[src/rtl/mem_copy_dma_pkg.sv]
// Shared definitions for the memory-to-memory copy engine.
// The state encoding and default widths are reused by the bench.
package mem_copy_dma_pkg;

  localparam int AW_DEF = 8;
  localparam int DW_DEF = 8;

  typedef enum logic [1:0] {
    ST_IDLE = 2'd0,
    ST_RD   = 2'd1,
    ST_WR   = 2'd2,
    ST_DONE = 2'd3
  } state_e;

endpackage

[src/rtl/mem_copy_dma.sv]
// Byte-wise memory copy engine that borrows the processor's single data-memory port.
// Each byte takes one read cycle and one write cycle; the processor stalls while busy.
module mem_copy_dma
  import mem_copy_dma_pkg::*;
#(
  parameter int AW = AW_DEF,
  parameter int DW = DW_DEF
) (
  input  logic          clk,
  input  logic          reset,
  input  logic          start,
  input  logic [AW-1:0] src_addr,
  input  logic [AW-1:0] dst_addr,
  input  logic [AW-1:0] len,
  input  logic          cpu_wr_en,
  input  logic [AW-1:0] cpu_addr,
  input  logic [DW-1:0] cpu_dat_in,
  input  logic [DW-1:0] mem_dat_out,
  output logic [AW-1:0] mem_addr,
  output logic          mem_wr_en,
  output logic [DW-1:0] mem_dat_in,
  output logic          busy,
  output logic          done
);

  state_e        state_q, state_d;
  logic [AW-1:0] src_q, src_d;
  logic [AW-1:0] dst_q, dst_d;
  logic [AW-1:0] count_q, count_d;
  logic [DW-1:0] buf_q, buf_d;

  always_comb begin
    state_d = state_q;
    src_d   = src_q;
    dst_d   = dst_q;
    count_d = count_q;
    buf_d   = buf_q;
    case (state_q)
      ST_IDLE: begin
        if (start) begin
          if (len == '0) begin
            state_d = ST_DONE;
          end else begin
            src_d   = src_addr;
            dst_d   = dst_addr;
            count_d = len;
            state_d = ST_RD;
          end
        end
      end
      ST_RD: begin
        buf_d   = mem_dat_out;
        state_d = ST_WR;
      end
      ST_WR: begin
        // Pointers wrap naturally at the top of the address space.
        src_d   = src_q + AW'(1);
        dst_d   = dst_q + AW'(1);
        count_d = count_q - AW'(1);
        state_d = (count_q == AW'(1)) ? ST_DONE : ST_RD;
      end
      ST_DONE: state_d = ST_IDLE;
      default: state_d = ST_IDLE;
    endcase
  end

  always_ff @(posedge clk) begin
    if (reset) begin
      state_q <= ST_IDLE;
      src_q   <= '0;
      dst_q   <= '0;
      count_q <= '0;
      buf_q   <= '0;
    end else begin
      state_q <= state_d;
      src_q   <= src_d;
      dst_q   <= dst_d;
      count_q <= count_d;
      buf_q   <= buf_d;
    end
  end

  // Port mux: the engine owns the memory in RD/WR, the processor otherwise.
  always_comb begin
    mem_addr   = cpu_addr;
    mem_wr_en  = cpu_wr_en;
    mem_dat_in = cpu_dat_in;
    case (state_q)
      ST_RD: begin
        mem_addr   = src_q;
        mem_wr_en  = 1'b0;
        mem_dat_in = buf_q;
      end
      ST_WR: begin
        mem_addr   = dst_q;
        mem_wr_en  = 1'b1;
        mem_dat_in = buf_q;
      end
      default: ;
    endcase
    // A reset landing mid-write must not let that byte through.
    if (reset) mem_wr_en = 1'b0;
  end

  assign busy = (state_q == ST_RD) || (state_q == ST_WR);
  assign done = (state_q == ST_DONE);

endmodule
[config.mk]
export PLATFORM = sky130hd
export DESIGN_NAME = mem_copy_dma
export DESIGN_NICKNAME = d
export VERILOG_FILES = /design/src/rtl/mem_copy_dma_pkg.sv /design/src/rtl/mem_copy_dma.sv
export SDC_FILE = /design/constraint.sdc
export NUM_CORES = 1
export LEC_CHECK = 0
export ABC_AREA = 0
export BUFFER_PORTS_ARGS = -buffer_cell sky130_fd_sc_hd__clkbuf_2
export CAP_MARGIN = 40
export CORE_MARGIN = 5
export CORE_UTILIZATION = 45
export DETAILED_ROUTE_END_ITERATION = 12
export GPL_TIMING_DRIVEN = 0
export PLACE_DENSITY = 0.75
export SKIP_LAST_GASP = 1
export SLEW_MARGIN = 10
export SYNTH_ARGS = -nofsm -noshare
export SYNTH_HDL_FRONTEND = slang
export SYNTH_SLANG_ARGS = --single-unit
export TNS_END_PERCENT = 50
[constraint.sdc]
create_clock -name clk -period 1.8 [get_ports clk]
set_input_delay 0.27 -clock clk [delete_from_list [all_inputs] [get_ports clk]]
set_output_delay 0.27 -clock clk [all_outputs]
set_load 0.005 [all_outputs]
## After elaboration in Yosys (flattened, before gate mapping)

Cells that the tools add are included.
W data, S select, Z words.

| storage, ports and cells | value |
|---|---|
| bits in registers | 34 |
| bits in latches | 0 |
| RAM bits | 0 |
| ROM bits | 0 |
| bits of input ports | 52 |
| output and inout port bits | 19 |
| logic and storage cells | 37 |
| memories kept | 0 |

| operators by class | value |
|---|---|
| $add $sub $neg | 3 |
| multipliers | 0 |
| divide/modulo/power cells | 0 |
| order comparisons | 0 |
| eq/ne operators | 6 |
| shift-type cells | 0 |
| muxes and demuxes | 17 |
| bitwise logic cells | 0 |
| reduce and logical (&&, ||, !) cells | 6 |

Operator list:

| cell | count |
|---|---|
| $pmux W8 S2 | 4 |
| $mux W8 | 7 |
| $add A8 B1 Y8 const B | 2 |
| $eq A8 B1 Y1 const B | 1 |
| $logic_not A8 Y1 | 1 |
| $pmux W2 S4 | 1 |
| $sub A8 B1 Y8 const B | 1 |
| $mux W2 | 3 |
| $eq A2 B2 Y1 const B | 2 |
| $ne A2 B2 Y1 const B | 2 |
| $reduce_and A3 Y1 | 1 |
| $eq A2 B1 Y1 const B | 1 |
| $logic_not A2 Y1 | 1 |
| $pmux W1 S2 | 1 |
| $reduce_bool A2 Y1 | 1 |
| $reduce_or A2 Y1 | 1 |
| $logic_or A1 B1 Y1 | 1 |
| $mux W1 | 1 |

## Longest topological paths before layout

Gate-level depths: netlist of the first run.

| logic depth | value |
|---|---|
| word-level depth | 4 |
| depth in mapped cells | 8 |
| mapped depth without buffers | 6 |

## Worst setup path after synthesis of the first run

Ideal clock, no wire load.

| timing path | value |
|---|---|
| path kind | flip-flop to output port |
| start | register state_q[1] |
| end | output port mem_dat_in[4] |
| data arrival time | 1.659 ns |
| setup slack | -0.129 ns |
| cell stages (with the launch flop) | 6 |
| cells stage by stage | dfxtp_1 -> inv_1 -> ha_1 -> clkbuf_1 -> clkbuf_1 -> mux2_1 |

| on the way | value |
|---|---|
| cells in the longest elaborated chain, start to end | 3 |
| elaborated cells between the ends (all ways) | 4 |
| those cells by class | eq/ne (2); mux (1); reduce/logical (1) |

Ends and longest elaborated chain:

| item | line | source |
|---|---|---|
| start: declaration | mem_copy_dma.sv:26 | `state_e state_q, state_d;` |
| start signal: assignment | mem_copy_dma.sv:75 | `state_q <= state_d;` |
| $eq A2 B1 Y1 / $eq A2 B2 Y1 (equally long branches) | mem_copy_dma.sv:88 | `case (state_q)` |
| $reduce_or A2 Y1 (no source line) (*) | -- |  |
| $mux W8 (*) | mem_copy_dma.sv:88 |  |
| end: declaration | mem_copy_dma.sv:21 | `output logic [DW-1:0] mem_dat_in,` |

Every way passes the cells marked *; elsewhere a longest branch is shown, timed or not.

## Final worst setup path of the first run

Same ends and word-level chain as after synthesis.

==> flow_summary.yaml, run 1 <==
synth:
  synthFlopType: "sky130_fd_sc_hd__dfxtp_1"
  synth_fp_nets: 336
  cell_with_the_most_instances_after_synthesis: "sky130_fd_sc_hd__dfxtp_1"
  synth.top_cells.by_count: "sky130_fd_sc_hd__dfxtp_1, sky130_fd_sc_hd__a21oi_1, sky130_fd_sc_hd__nor2_1"
  synthDominantAreaCellType: "sky130_fd_sc_hd__dfxtp_1"
  synth_top_area_share_pct: 30.3
  ys_top_cells_by_area: "sky130_fd_sc_hd__dfxtp_1, sky130_fd_sc_hd__a21oi_1, sky130_fd_sc_hd__mux2i_1"
  yosysWarningCount: 0
  mappedNetlistArea_sq_mm: 0.00224
  yosysUniqueCellTypes: 50
  synthesis.area_per_instance_sq_um: 8.16
  ys_ff_latch: 34
  post_synth_edffs: 0
  synth-seq-area-share_pct: 30.3
  synthCells: 275
  synth_async_sr_flop_share_pct: 0
clocking:
  cts_root_buffer: "sky130_fd_sc_hd__clkbuf_8"
  cts_num_sinks: 34
  cts_inserted_buffers: 5
  cts-htree-levels: 2
  longest_clk_path_bufs: 2
  worstSkewPairLatency_ns: 0.30
  clkTransAtPathRegs_ns: 0.08
  cts_tree: "yes"
timing:
  worst_pin_slew_ns: 0.700
  max-slew-margin-rel_pct: 53.3
  finalMaxSlewViolations: 0
  final.min_clock_period_ns: 1.92
  setup_viol_count_final: 17
  final.setup_skew_ns: 0.00679
  grt_setup_unrepaired: "true"
  layout_setup_ws_ns: -0.117
  finalHoldViolCount: 0
  timing.final.crit_share_pct: 106
  maxClockFrequency_ghz: 0.522
floorplanning:
  initial_util_pct: 46.9
  die-area_sq_mm: 0.00650
  core_outline_area_sq_mm: 0.00479
  die_y_um: 80.6
  boundaryPins: 71
  floorplan.rows: 25
  die_w_um: 80.6
grt:
  globalRouteOverflowTotal: 0
  groute.layer.met2.usage_pct: 40.7
  gr-usage-met1_pct: 31.6
  grt_first_pass_wirelength_mm: 12.5
  grt_use_met3_pct: 4.60
  grt_most_used_layer: "met2"
  initial_antenna_violation_count: 0
  vias_in_the_first_global_route: 2514
  total_global_route_track_usage_pct: 24.4
  pin_count_of_the_biggest_net_entering_global_routing: 13
status:
  run_status: "finished with violations"
  violations: "setup timing"
power:
  pwr_density_cell_mw_per_mm2: 1260
  irDropWorstVdd_uv: 736
  static-leakage-power_nw: 1.33
place:
  globalplace.congestion: 0.876
  place.detailed.hpwl_mm: 5.07
  port_buffers: 69
  placed_cells: 411
  placement.cell_area_sq_mm: 0.00268
critical_path:
  setup.worst_path.end_class: "output pin"
  worstPathBufferInverterCount: 3
  worstReg2RegStart: "count_q[6]"
  timing.critical_path.cells: "inv_4 -> ha_4 -> clkbuf_16 -> mux2_4 -> clkbuf_2"
  worst_r2r_path_depth: 4
  critical-path-slowest-cell: "sky130_fd_sc_hd__dfxtp_4"
  critPathKind: "reg2out"
  setup.worst_path.start: "state_q[1]"
  worst-r2r-setup-slack_ns: 0.01
  worstPathRequired_ns: 1.53
  worst-path-stages: 5
  gate_family_responsible_for_the_most_delay_along_the_worst_path: "flip-flops"
  cp_slowest_stage_delay_ns: 0.39
  cp-start-kind: "flip-flop"
  cp.arrival_ns: 1.65
  r2r_end: "count_q[7]"
  end_point_of_the_critical_path: "mem_dat_in[4]"
  critPathMaxFanout: 8
routing:
  drtIter0Drc: 323
  via_per_inst: 6.20
  drcViolationCount: 0
  number_of_iterations_in_the_first_detailed_routing_pass: 6
  drt.antenna.violating_nets: 0
  finalWirelength_mm: 8.16
  routed-via-count: 2699
  detail_route.wl_per_cell_um: 18.8
final_layout:
  finalNonFillerCells: 435
  nNetsFinal: 428
  share_of_final_layout_standard_cells_stronger_than_drive_strength_1_pct: 42.7
  area_growth_pct: 45.1
  postLayoutCellArea_sq_mm: 0.00326
  num_antenna_cells: 0
run:
  max-cap-violations: 0
hold_path:
  hp-class: "in2reg"
==> cell families after synthesis <==
| kind of cell | after synthesis | share of synthesized area (%) |
|---|---|---|
| compound gates | 96 | 30.8 |
| fa+ha+maj | 9 | 5.02 |
| buf+inv | 32 | 5.69 |
| mux | 21 | 9.87 |
| simple gates | 83 | 18.2 |
| flops | 34 | 30.3 |
==> routing by layer <==
metal / part of all wire, % / wire, um
met5: 0 / 0
met4: 2.9 / 235
met3: 8.6 / 702
met2: 50 / 4070
met1: 39 / 3150
==> how the worst min path moves through the flow <==
stage | startpoint | end | slack (ns) | cells after the start
after floorplan | mem_dat_out[0] | buf_q[0] | 0.42 | 2
after global placement | count_q[6] | count_q[6] | 0.46 | 2
after detailed placement | count_q[6] | count_q[6] | 0.46 | 2
after CTS | mem_dat_out[7] | buf_q[7] | 0.20 | 3
after global routing | mem_dat_out[2] | buf_q[2] | 0.21 | 3
final | mem_dat_out[5] | buf_q[5] | 0.21 | 3
==> flip-flops by register name, indices dropped and copies added, names as in the netlist <==
signal and flops:
buf_q 8, count_q 8, dst_q 8, src_q 8
state_q 2
==> power by group <==
| group | total [mW] | switching (mW) | internal, mW |
|---|---|---|---|
| logic | 2.28 | 1.09 | 1.19 |
| clock network | 0.739 | 0.326 | 0.412 |
| registers | 1.09 | 0.182 | 0.905 |
==> repair_timing <==
| action | in CTS | in global routing |
|---|---|---|
| setup endpoints to repair | 41 | 40 |
| pin swaps | 9 | 14 |
| resized for setup | 56 | 28 |
| buffers inserted | 14 | 5 |
| endpoints found under the hold margin | 0 | 0 |
| cloned | 2 | 0 |
| hold buffers | 0 | 0 |
==> per-stage QoR <==
step	utilization (%)	setup WS, ns	setup TNS [ns]	hold WS, ns	power [mW]
after global placement	56.0	-0.474	-9.91	0.460	2.59
after CTS	66.7	-0.145	-2.46	0.203	3.95
after detailed placement	56.0	-0.491	-10.91	0.458	2.63
final	68.0	-0.117	-1.22	0.208	4.10
after floorplan	-	0.00405	0	0.417	2.11
after global routing	68.0	-0.163	-2.70	0.208	4.32
==> layout by cell type, fill, tap and decap left out, drive strengths merged, types with 8 or more instances in the layout <==
cell type and count:
a22oi 13, inv 8, nor2 28, ha 9, dfxtp 34, buf 28
mux2 9, mux2i 12, o32ai 11, nand2 21, clkbuf 85, a21oi 32
==> final cells by class <==
| cell class | instances | area [sq um] |
|---|---|---|
| buffer | 20 | 213 |
| multi-input combinational | 209 | 1580 |
| timing repair buffer | 88 | 539 |
| tap | 67 | 83.8 |
| sequential | 34 | 688 |
| clock buffer | 5 | 68.8 |
| clock inverter | 3 | 45.0 |
| fill | 379 | 1530 |
| inverter | 9 | 42.5 |
==> worst reg2reg max path: cells and delay by family (launching register included) <==
kind,cells,cell delay (ns)
AND/OR/NAND/NOR,2,1.09
AO/OA/AOI/OAI,2,0.34
flip-flops,1,0.32
(Power assumes the default switching activity.)
==> run 2, diff against run 1 <==
CORE_UTILIZATION = 46   (was 45)
PLACE_DENSITY = 0.76   (was 0.75)
==> run 2 against run 1 <==
The flow still finishes with violations (setup timing). First-iteration DRC count shrank 17%. Wire length shrank 3.3%. Die area shrank 1.9%.
==> flow_summary.yaml, run 2 (synthesis results as in run 1) <==
grt:
  initial_antenna_violation_count: 0
  grt_first_pass_wirelength_mm: 12.4
  globalRouteOverflowTotal: 0
  total_global_route_track_usage_pct: 24.5
  vias_in_the_first_global_route: 2613
  pin_count_of_the_biggest_net_entering_global_routing: 12
routing:
  routed-via-count: 2722
  number_of_iterations_in_the_first_detailed_routing_pass: 7
  finalWirelength_mm: 7.89
  drcViolationCount: 0
  detail_route.wl_per_cell_um: 17.8
  drtIter0Drc: 267
  via_per_inst: 6.14
  drt.antenna.violating_nets: 0
critical_path:
  critPathKind: "reg2out"
  worstPathRequired_ns: 1.53
  critPathMaxFanout: 8
  setup.worst_path.end_class: "output pin"
  cp-start-kind: "flip-flop"
  cp.arrival_ns: 1.63
power:
  pwr_density_cell_mw_per_mm2: 1220
  static-leakage-power_nw: 1.36
  fin_total_pwr_mw: 4.03
  irDropWorstVdd_uv: 868
floorplanning:
  boundaryPins: 71
  core_outline_area_sq_mm: 0.00472
  die_w_um: 79.8
  initial_util_pct: 47.5
  die-area_sq_mm: 0.00637
  die_y_um: 79.8
  floorplan.rows: 25
final_layout:
  nNetsFinal: 436
  final_core_util_pct: 69.7
  highest_count_cells_in_the_layout_ignoring_fill_and_taps: "sky130_fd_sc_hd__clkbuf_2, sky130_fd_sc_hd__dfxtp_1, sky130_fd_sc_hd__a21oi_1"
  postLayoutCellArea_sq_mm: 0.00329
  share_of_final_layout_standard_cells_stronger_than_drive_strength_1_pct: 45.5
  final_common_cell: "sky130_fd_sc_hd__clkbuf_2"
  area_growth_pct: 46.7
  finalNonFillerCells: 443
  num_antenna_cells: 0
clocking:
  cts_root_buffer: "sky130_fd_sc_hd__clkbuf_8"
  longest_clk_path_bufs: 2
  cts_inserted_buffers: 5
  cts_tree: "yes"
  clkTransAtPathRegs_ns: 0.08
  cts-hold-fix-buffers: 0
  worstSkewPairLatency_ns: 0.30
  cts_num_sinks: 34
  cts-htree-levels: 2
timing:
  finalMaxSlewViolations: 0
  finalHoldViolCount: 0
  finalSetupTns_ns: -1.12
  layout_setup_ws_ns: -0.102
  final.min_clock_period_ns: 1.90
  setup_viol_count_final: 17
  worst_pin_slew_ns: 0.718
  timing.final.crit_share_pct: 106
  fin_hold_ws_ns: 0.202
  grt_setup_unrepaired: "true"
  final.setup_skew_ns: 0.00757
  maxClockFrequency_ghz: 0.526
  max-slew-margin-rel_pct: 52.1
place:
  port_buffers: 69
  placement.cell_area_sq_mm: 0.00268
  globalplace.congestion: 0.944
  place_ws_ns: -0.457
  place.detailed.hpwl_mm: 5.24
  placed_cells: 411
status:
  run_status: "finished with violations"
  violations: "setup timing"
hold_path:
  hp-class: "in2reg"
run:
  max-cap-violations: 0
run 2: final timing paths:
check	cells past startpoint	start	to	slack [ns]
max	7	state_q[1]	mem_addr[4]	-0.10
min	3	mem_dat_out[0]	buf_q[0]	0.20
max reg2reg	9	state_q[0]	dst_q[2]	-0.02
min reg2reg	2	count_q[6]	count_q[6]	0.48
run 2: final cells by class:
type,count,area (sq um)
multi-input cells,209,1610
fillers,365,1430
flip-flops and latches,34,688
repair buffers,96,573
plain buffers,20,198
well taps,67,83.8
clock buffers,6,82.6
inverters,9,42.5
clock inverters,2,12.5
run 2: metal layers:
metal	routed length, um	vias up	share of wire, %	GRT usage (%)
met4	274	0	3.5	12.2
met2	3630	180	46	39.3
met3	817	33	10	6.32
li1	-	1253	-	-
met1	3170	1256	40	30.2
met5	0	-	0	0
run 2: where the power goes:
group          leakage (nW)  switching (mW)  total [mW]  internal [mW]
Combinational          1.03            1.10        2.32           1.22
Sequential            0.281           0.180        1.08          0.905
Clock                0.0472           0.317       0.625          0.308
run 2: critical path, stage by stage, from the launching register on:
cell and delay (ns):
sky130_fd_sc_hd__dfxtp_4 0.39, sky130_fd_sc_hd__inv_4 0.05, sky130_fd_sc_hd__ha_4 0.31, sky130_fd_sc_hd__clkbuf_16 0.17, sky130_fd_sc_hd__buf_6 0.11, sky130_fd_sc_hd__nor2_4 0.04, sky130_fd_sc_hd__a21oi_2 0.12, sky130_fd_sc_hd__buf_2 0.15
run 2: what timing repair did:
item,4_1_cts,5_1_grt
cloned,0,1
endpoints found under the setup margin,41,40
buffers inserted,12,14
resized for setup,52,45
pin swaps,4,8
endpoints found under the hold margin,0,0
